**config.mk**
```make
export PLATFORM = sky130hd
export DESIGN_NAME = axi_read_slave
export DESIGN_NICKNAME = d
export VERILOG_FILES = /design/src/rtl/axi_read_slave.sv
export SDC_FILE = /design/constraint.sdc
export NUM_CORES = 1
export LEC_CHECK = 0
export CAP_MARGIN = 20
export CORE_ASPECT_RATIO = 2
export CORE_UTILIZATION = 30
export DETAILED_ROUTE_END_ITERATION = 8
export SKIP_LAST_GASP = 1
export SLEW_MARGIN = 0
export SYNTH_ARGS = -nofsm -noshare
export SYNTH_HDL_FRONTEND = slang
export SYNTH_SLANG_ARGS = --single-unit
```
**constraint.sdc**
```tcl
create_clock -name clk -period 5 [get_ports clk]
set_input_delay 0.75 -clock clk [delete_from_list [all_inputs] [get_ports clk]]
set_output_delay 0.75 -clock clk [all_outputs]
set_load 0.005 [all_outputs]
```
**src/rtl/axi_read_slave.sv**
```systemverilog
// AXI3 read-channel slave: accepts one read burst at a time and returns each
// beat from a synchronous single-port word memory (one-cycle read latency).
module axi_read_slave #(
  parameter int                ID_W      = 4,
  parameter int                ADDR_W    = 32,
  parameter int                DATA_W    = 32,
  parameter int                MEM_AW    = 10,
  parameter logic [ADDR_W-1:0] BASE_ADDR = '0
) (
  input  logic              clk,
  input  logic              rst,
  input  logic [ID_W-1:0]   ARID,
  input  logic [ADDR_W-1:0] ARADDR,
  input  logic [3:0]        ARLEN,
  input  logic [2:0]        ARSIZE,
  input  logic [1:0]        ARBURST,
  input  logic              ARVALID,
  output logic              ARREADY,
  output logic [ID_W-1:0]   RID,
  output logic [DATA_W-1:0] RDATA,
  output logic [1:0]        RRESP,
  output logic              RLAST,
  output logic              RVALID,
  input  logic              RREADY,
  output logic              mem_rd,
  output logic [MEM_AW-1:0] mem_addr,
  input  logic [DATA_W-1:0] mem_rdata
);

  localparam logic [1:0] BURST_FIXED = 2'b00;
  localparam logic [1:0] BURST_WRAP  = 2'b10;
  localparam logic [1:0] BURST_RSVD  = 2'b11;
  localparam logic [1:0] RESP_OKAY   = 2'b00;
  localparam logic [1:0] RESP_SLVERR = 2'b10;

  typedef enum logic [1:0] {
    IDLE  = 2'd0,
    FETCH = 2'd1,
    RESP  = 2'd2
  } state_t;

  state_t state_reg, state_next;

  logic [ID_W-1:0]   id_reg;
  logic [ADDR_W-1:0] addr_reg;
  logic [3:0]        len_reg;
  logic [2:0]        size_reg;
  logic [1:0]        burst_reg;
  logic              err_reg;
  logic [3:0]        beat_reg;
  logic              fresh_reg;
  logic [DATA_W-1:0] rdata_reg;

  // Request-time error classification, evaluated on the live AR inputs.
  logic [ADDR_W-1:0] ar_size_bytes;
  logic [ADDR_W-1:0] ar_offset;
  logic [ADDR_W-1:0] ar_word;
  logic              ar_below_base;
  logic              ar_wrap_len_ok;
  logic              ar_misaligned;
  logic              ar_err;

  assign ar_size_bytes                = ADDR_W'(1) << ARSIZE;
  assign {ar_below_base, ar_offset}   = {1'b0, ARADDR} - {1'b0, BASE_ADDR};
  assign ar_word                      = ar_offset >> 2;
  assign ar_wrap_len_ok               = ARLEN inside {4'd1, 4'd3, 4'd7, 4'd15};
  assign ar_misaligned                = (ARADDR & (ar_size_bytes - ADDR_W'(1))) != '0;

  assign ar_err = (ARBURST == BURST_RSVD)
               || (ARSIZE > 3'd2)
               || ((ARBURST == BURST_WRAP) && (!ar_wrap_len_ok || ar_misaligned))
               || ar_below_base
               || (|ar_word[ADDR_W-1:MEM_AW]);

  // Current-beat address decode; INCR bursts can run off the end of memory.
  logic [ADDR_W-1:0] size_bytes;
  logic [ADDR_W-1:0] wrap_len;
  logic [ADDR_W-1:0] offset;
  logic [ADDR_W-1:0] word_idx;
  logic              below_base;
  logic              beat_err;

  assign size_bytes              = ADDR_W'(1) << size_reg;
  assign wrap_len                = ADDR_W'({1'b0, len_reg} + 5'd1) << size_reg;
  assign {below_base, offset}    = {1'b0, addr_reg} - {1'b0, BASE_ADDR};
  assign word_idx                = offset >> 2;
  assign beat_err                = err_reg || below_base || (|word_idx[ADDR_W-1:MEM_AW]);

  // Next beat address: INCR realigns to the beat size so an unaligned start
  // only affects the first beat; WRAP stays inside the L-byte aligned window.
  logic [ADDR_W-1:0] incr_addr;
  logic [ADDR_W-1:0] wrap_addr;
  logic [ADDR_W-1:0] addr_next;

  assign incr_addr = (addr_reg & ~(size_bytes - ADDR_W'(1))) + size_bytes;
  assign wrap_addr = (addr_reg & ~(wrap_len - ADDR_W'(1)))
                   | ((addr_reg + size_bytes) & (wrap_len - ADDR_W'(1)));

  always_comb begin
    addr_next = incr_addr;
    case (burst_reg)
      BURST_FIXED: addr_next = addr_reg;
      BURST_WRAP:  addr_next = wrap_addr;
      default:     addr_next = incr_addr;
    endcase
  end

  logic last_beat;
  logic ar_fire;
  logic r_advance;

  assign last_beat = (beat_reg == len_reg);
  assign ar_fire   = (state_reg == IDLE) && ARVALID;
  assign r_advance = (state_reg == RESP) && RREADY && !last_beat;

  always_comb begin
    state_next = state_reg;
    ARREADY    = 1'b0;
    RVALID     = 1'b0;
    mem_rd     = 1'b0;
    mem_addr   = '0;
    case (state_reg)
      IDLE: begin
        ARREADY = 1'b1;
        if (ARVALID) state_next = FETCH;
      end
      FETCH: begin
        mem_rd     = !beat_err;
        mem_addr   = word_idx[MEM_AW-1:0];
        state_next = RESP;
      end
      RESP: begin
        RVALID = 1'b1;
        if (RREADY) state_next = last_beat ? IDLE : FETCH;
      end
      default: state_next = IDLE;
    endcase
  end

  always_ff @(posedge clk or posedge rst) begin
    if (rst) begin
      state_reg <= IDLE;
      id_reg    <= '0;
      addr_reg  <= '0;
      len_reg   <= '0;
      size_reg  <= '0;
      burst_reg <= '0;
      err_reg   <= 1'b0;
      beat_reg  <= '0;
      fresh_reg <= 1'b0;
      rdata_reg <= '0;
    end else begin
      state_reg <= state_next;
      fresh_reg <= (state_reg == FETCH);
      if (ar_fire) begin
        id_reg    <= ARID;
        addr_reg  <= ARADDR;
        len_reg   <= ARLEN;
        size_reg  <= ARSIZE;
        burst_reg <= ARBURST;
        err_reg   <= ar_err;
        beat_reg  <= '0;
      end
      // Memory output is only guaranteed on the first RESP cycle; keep a copy for stalls.
      if ((state_reg == RESP) && fresh_reg) rdata_reg <= mem_rdata;
      if (r_advance) begin
        addr_reg <= addr_next;
        beat_reg <= beat_reg + 4'd1;
      end
    end
  end

  assign RID   = id_reg;
  assign RLAST = RVALID && last_beat;
  assign RRESP = (RVALID && beat_err) ? RESP_SLVERR : RESP_OKAY;
  assign RDATA = (!RVALID || beat_err) ? '0 : (fresh_reg ? mem_rdata : rdata_reg);

endmodule

```
# Yosys cells after proc, flatten, opt, wreduce, memory -nomap -nowiden
# Index checks and enable logic that the tools add are counted.
[word_totals] regBits=85 output_inout_bits=52 word_cells=83 in_bits=81
[classes] bitwise_logic=7 n_reduce_logical=26 mux=16 n_shift=3 n_lt_le_gt_ge=1 eq_ne=13 n_addsub=7
[ops] op="AND 32 bit" count=4
[ops] op="2-to-1 mux 32 bit" count=4
[ops] op="subtractor 32 x 1 -> 32 bit, second input constant" count=3
[ops] op="adder 32 bit" count=2
[ops] op="inverter 32 bit" count=2
[ops] op="case mux 32 bit (2 select lines)" count=1
[ops] op="left shift 1 x 3 -> 32 bit, first input constant" count=2
[ops] op="OR reduction 20 bit" count=2
[ops] op="OR 32 bit" count=1
[ops] op="nonzero test 32 bit" count=1
[ops] op="left shift 5 x 3 -> 32 bit" count=1
[ops] op="2-to-1 mux 10 bit" count=1
[ops] op="== test 2 bit, second input constant" count=4
[ops] op="2-to-1 mux 4 bit" count=2
[ops] op="logical AND 1 bit" count=7
[ops] op="logical OR 1 bit" count=6
[ops] op="2-to-1 mux 2 bit" count=3
[ops] op="!= test 2 bit, second input constant" count=3
[ops] op="case mux 2 bit (3 select lines)" count=1
[ops] op="adder 4 x 1 -> 5 bit, second input constant" count=1
[ops] op="adder 4 x 1 -> 4 bit, second input constant" count=1
[ops] op="== test 4 x 1 -> 1 bit, second input constant" count=1
[ops] op="== test 4 x 2 -> 1 bit, second input constant" count=1
[ops] op="== test 4 x 3 -> 1 bit, second input constant" count=1
[ops] op="10 further kinds" count=18

# Longest topological paths before layout
[logic_depth] depth_word=8 depth_mapped=16 ltp_nobuf=14

# Least setup slack after synthesis
# No wires, ideal clock.
[synth_timing] path_kind="register to register" start="reg size_reg[1]" end="reg with a tool-made name" setup_slack_ps=1214 stages_incl_launch_ff=16 synth_period_minus_slack_ps=3786 required_ps=4918 t_arrival_ps=3704 path_buffers=4 path_cell_list="dfrtp_1 > buf_6 > buf_4 > clkbuf_8 > clkbuf_1 > nor3_1 > inv_1 > ha_1 > mux2i_1 > mux2_1 > or3_4 > a211oi_4 > nor2_2 > o31a_1 > or4_1 > a31oi_1"
[synth_lines] item="start, declared" line_no="47" rtl="logic [2:0] size_reg;"
[synth_lines] item="start signal, assigned" line_no="146" rtl="size_reg <= '0;"
[synth_lines] item="start signal, assigned" line_no="159" rtl="size_reg <= ARSIZE;"

==> impl_metrics.json <==
{
  "grt_max_degree": 57,
  "antennaDiodeCount": 0,
  "num_rows": 82,
  "cts.path.max_buffers": 2,
  "yosysMostFrequentCell": "nor2_1",
  "ios": 133,
  "drive_gt1_frac": 0.1222,
  "power_leakage_uw": 0.003598,
  "cp_slowest_cell": "dfrtp_1",
  "cts_inserted_buffers": 9,
  "start_kind": "flop",
  "end_kind": "flop",
  "yosys_most_used_dff": "dfrtp_1",
  "cts.sinks": 85,
  "remaining_drc_errors": 0,
  "dr_total_vias": 7691,
  "async_flop_share": 1.000,
  "power_density_nw_per_um2": 640.4,
  "avgViaCountPerCell": 5.593,
  "status": "complete, no violations",
  "setup_slack_ns": 0.7745,
  "arrival_ns": 4.46,
  "cts_tree": "done",
  "worstSetupPathType": "flop to flop",
  "maxCapViolations": 0,
  "crit_chain": "nor3_1 -> inv_1 -> ha_1 -> nand2b_1 -> a221oi_1 -> o21ai_0 -> o221a_2 -> or3_1 -> mux2i_1 -> a2111oi_0 -> o31ai_1",
  "yosysUniqueCellTypes": 97,
  "post_synth_most_frequent_cells": "103 x nor2_1, 85 x dfrtp_1, 85 x nand2_1, 49 x o21ai_0, 47 x mux2_2",
  "synth-seq-area-share": 0.2759,
  "ys_ff_latch": 85,
  "grt_pass1_vias": 7759,
  "drt_wl_total_um": 29630,
  "initialDrtViolationCount": 421,
  "setup_viol": 0,
  "min_period_ns": 4.226,
  "postCtsSetupBuffers": 0,
  "n_fill_cell": 2570,
  "drv_slew": 0,
  "total_power_uw": 6133,
  "syn_avg_cell_area_um2": 8.298,
  "wire_per_inst_um": 21.55,
  "cts_max_level": 3,
  "antenna_found_initial": 0,
  "ir_worst_vdd_mv": 0.2258,
  "nNetsFinal": 1135,
  "die_area_um2": 26380,
  "finalHoldViolCount": 0,
  "io_buffers": 131,
  "syn_area_um2": 7709,
  "netlist_instances": 929,
  "cp_max_fo": 18,
  "slowest_delay_ns": 0.59,
  "whs_ns": 0.5048,
  "synth_top_area_cell": "dfrtp_1",
  "die_h_um": 228.7,
  "clock-skew-final_ns": 0.008414,
  "first_pass_iters": 5,
  "core-area_um2": 25140,
  "post-place-ws_ns": 0.7993,
  "worstPathRequired_ns": 5.23,
  "tightest_slew_ns": 0.9623,
  "tns_ns": 0,
  "cts_resized": 0,
  "path_clk_slew_ns": 0.07,
  "grt_pass1_wl_um": 44960,
  "synth_edf_count": 0,
  "hold_buffers": 0,
  "register_area_um2": 2128,
  "synth_warnings": 0,
  "die_width_um": 115.3,
  "grt-ovfl-total": 0,
  "rsz0062_at_grt": "false",
  "finalCritPeriodShare": 0.8451,
  "grt_usage": 0.2288,
  "synth_top_area_share": 0.2759,
  "initial_core_util": 0.3067,
  "hp-class": "flop to flop",
  "root_buffer": "clkbuf_16",
  "hpwl_um": 23690,
  "place_congestion": 1.010,
  "maxSlewHeadroom": 0.3585,
  "clk_latency_ns": 0.36,
  "netlist_top_cells_area": "dfrtp_1 28%, mux2_2 6.9%, nor2_1 5.0%",
  "max_freq_mhz": 236.7,
  "syn_nets": 1030,
  "final_antenna_net_count": 0,
  "multiInputGateArea_um2": 5127,
  "syn_to_final_growth_pct": 24.23
}
routing by layer:
| metal | vias to the layer above | global-route usage | wire length (µm) |
|---|---|---|---|
| met1 | 3695 | 0.2169 | 10010 |
| li1 | 3643 | - | - |
| met3 | 99 | 0.02493 | 1032 |
| met4 | 0 | 0.1721 | 2244 |
| met2 | 254 | 0.4341 | 16340 |
| met5 | - | 0 | 0 |
through the flow:
step / std cells / utilization / cell area [µm²]
global placement: 1359 / 0.3689 / 9274
global route: 1375 / 0.3810 / 9577
floorplan: 929 / - / 7709
detailed placement: 1359 / 0.3689 / 9274
CTS: 1375 / 0.3810 / 9577
finish: 1375 / 0.3810 / 9577
cells by family (layout without fill, tap and decap cells):
family | Yosys count | after routing | share of synthesized area
AO/OA/AOI/OAI | 234 | 234 | 0.2173
XOR/XNOR | 44 | 44 | 0.05097
adder cells (fa/ha/maj) | 20 | 20 | 0.03344
buffers and inverters | 86 | 196 | 0.05892
flip-flops | 85 | 85 | 0.2759
multiplexers | 82 | 82 | 0.1143
other | 1 | 1 | 0.0004865
AND/OR/NAND/NOR | 377 | 377 | 0.2487
path summary, 6_finish.rpt:
check	from	to	slack, ns	cells after the start
setup / recovery	size_reg[1]	flop	0.77	11
max in group asynchronous	rst	fresh_reg	3.02	3
hold reg to reg	rdata_reg[1]	rdata_reg[1]	0.50	1
hold / removal	rdata_reg[1]	rdata_reg[1]	0.50	1
setup reg to reg	size_reg[1]	flop	0.77	11
min in group asynchronous	rst	asynchronous set/reset pin	0.77	2
where the power goes:
group | switching (µW) | leakage [µW] | internal [µW]
logic | 2220 | 0.00245 | 1580
registers | 589 | 0.00101 | 1030
clock network | 317 | 0.000146 | 403
cells in the final DEF (no fill, tap or decap), types with 4 or more instances in the layout:
| master | n |
|---|---|
| nand2b_1 | 13 |
| a21o_1 | 5 |
| clkdlybuf4s50_1 | 131 |
| o22ai_1 | 6 |
| ha_1 | 19 |
| xor2_1 | 16 |
| clkbuf_16 | 9 |
| o2111ai_1 | 6 |
| o211ai_1 | 9 |
| mux2_2 | 47 |
| o31ai_1 | 11 |
| o21a_1 | 7 |
| inv_1 | 18 |
| nor2_1 | 103 |
| nand3b_1 | 7 |
| nand4_1 | 17 |
| a21oi_1 | 37 |
| buf_4 | 27 |
| and3_1 | 11 |
| a221oi_1 | 4 |
| dfrtp_1 | 84 |
| or4_1 | 4 |
| nor3_1 | 34 |
| or3_1 | 15 |
| or2_2 | 4 |
| mux2i_1 | 34 |
| nand2_1 | 85 |
| o21ai_0 | 48 |
| a31oi_1 | 14 |
| a2111oi_0 | 4 |
| nor4_1 | 14 |
| o221ai_1 | 6 |
| nand3_1 | 18 |
| o21ai_1 | 7 |
| nor2b_1 | 8 |
| a211oi_1 | 8 |
| and2_1 | 20 |
| xnor2_1 | 27 |
cell type report:
class                      instances  share of cell area
clock buffer                      11             0.02535
clock inverter                     5            0.006271
inverter                          22            0.008754
multi-input combinational        758              0.5354
sequential                        85              0.2222
tap                              336             0.04390
timing repair buffer             158              0.1581
critical path, delay by kind of cell, from the launching register on:
| family | cells | cell delay (ns) |
|---|---|---|
| mux | 1 | 0.14 |
| flops | 1 | 0.59 |
| buf+inv | 1 | 0.19 |
| simple gates | 3 | 1.23 |
| compound gates | 5 | 1.51 |
| fa+ha+maj | 1 | 0.42 |
No activity file was read; power rests on OpenSTA's default activity.
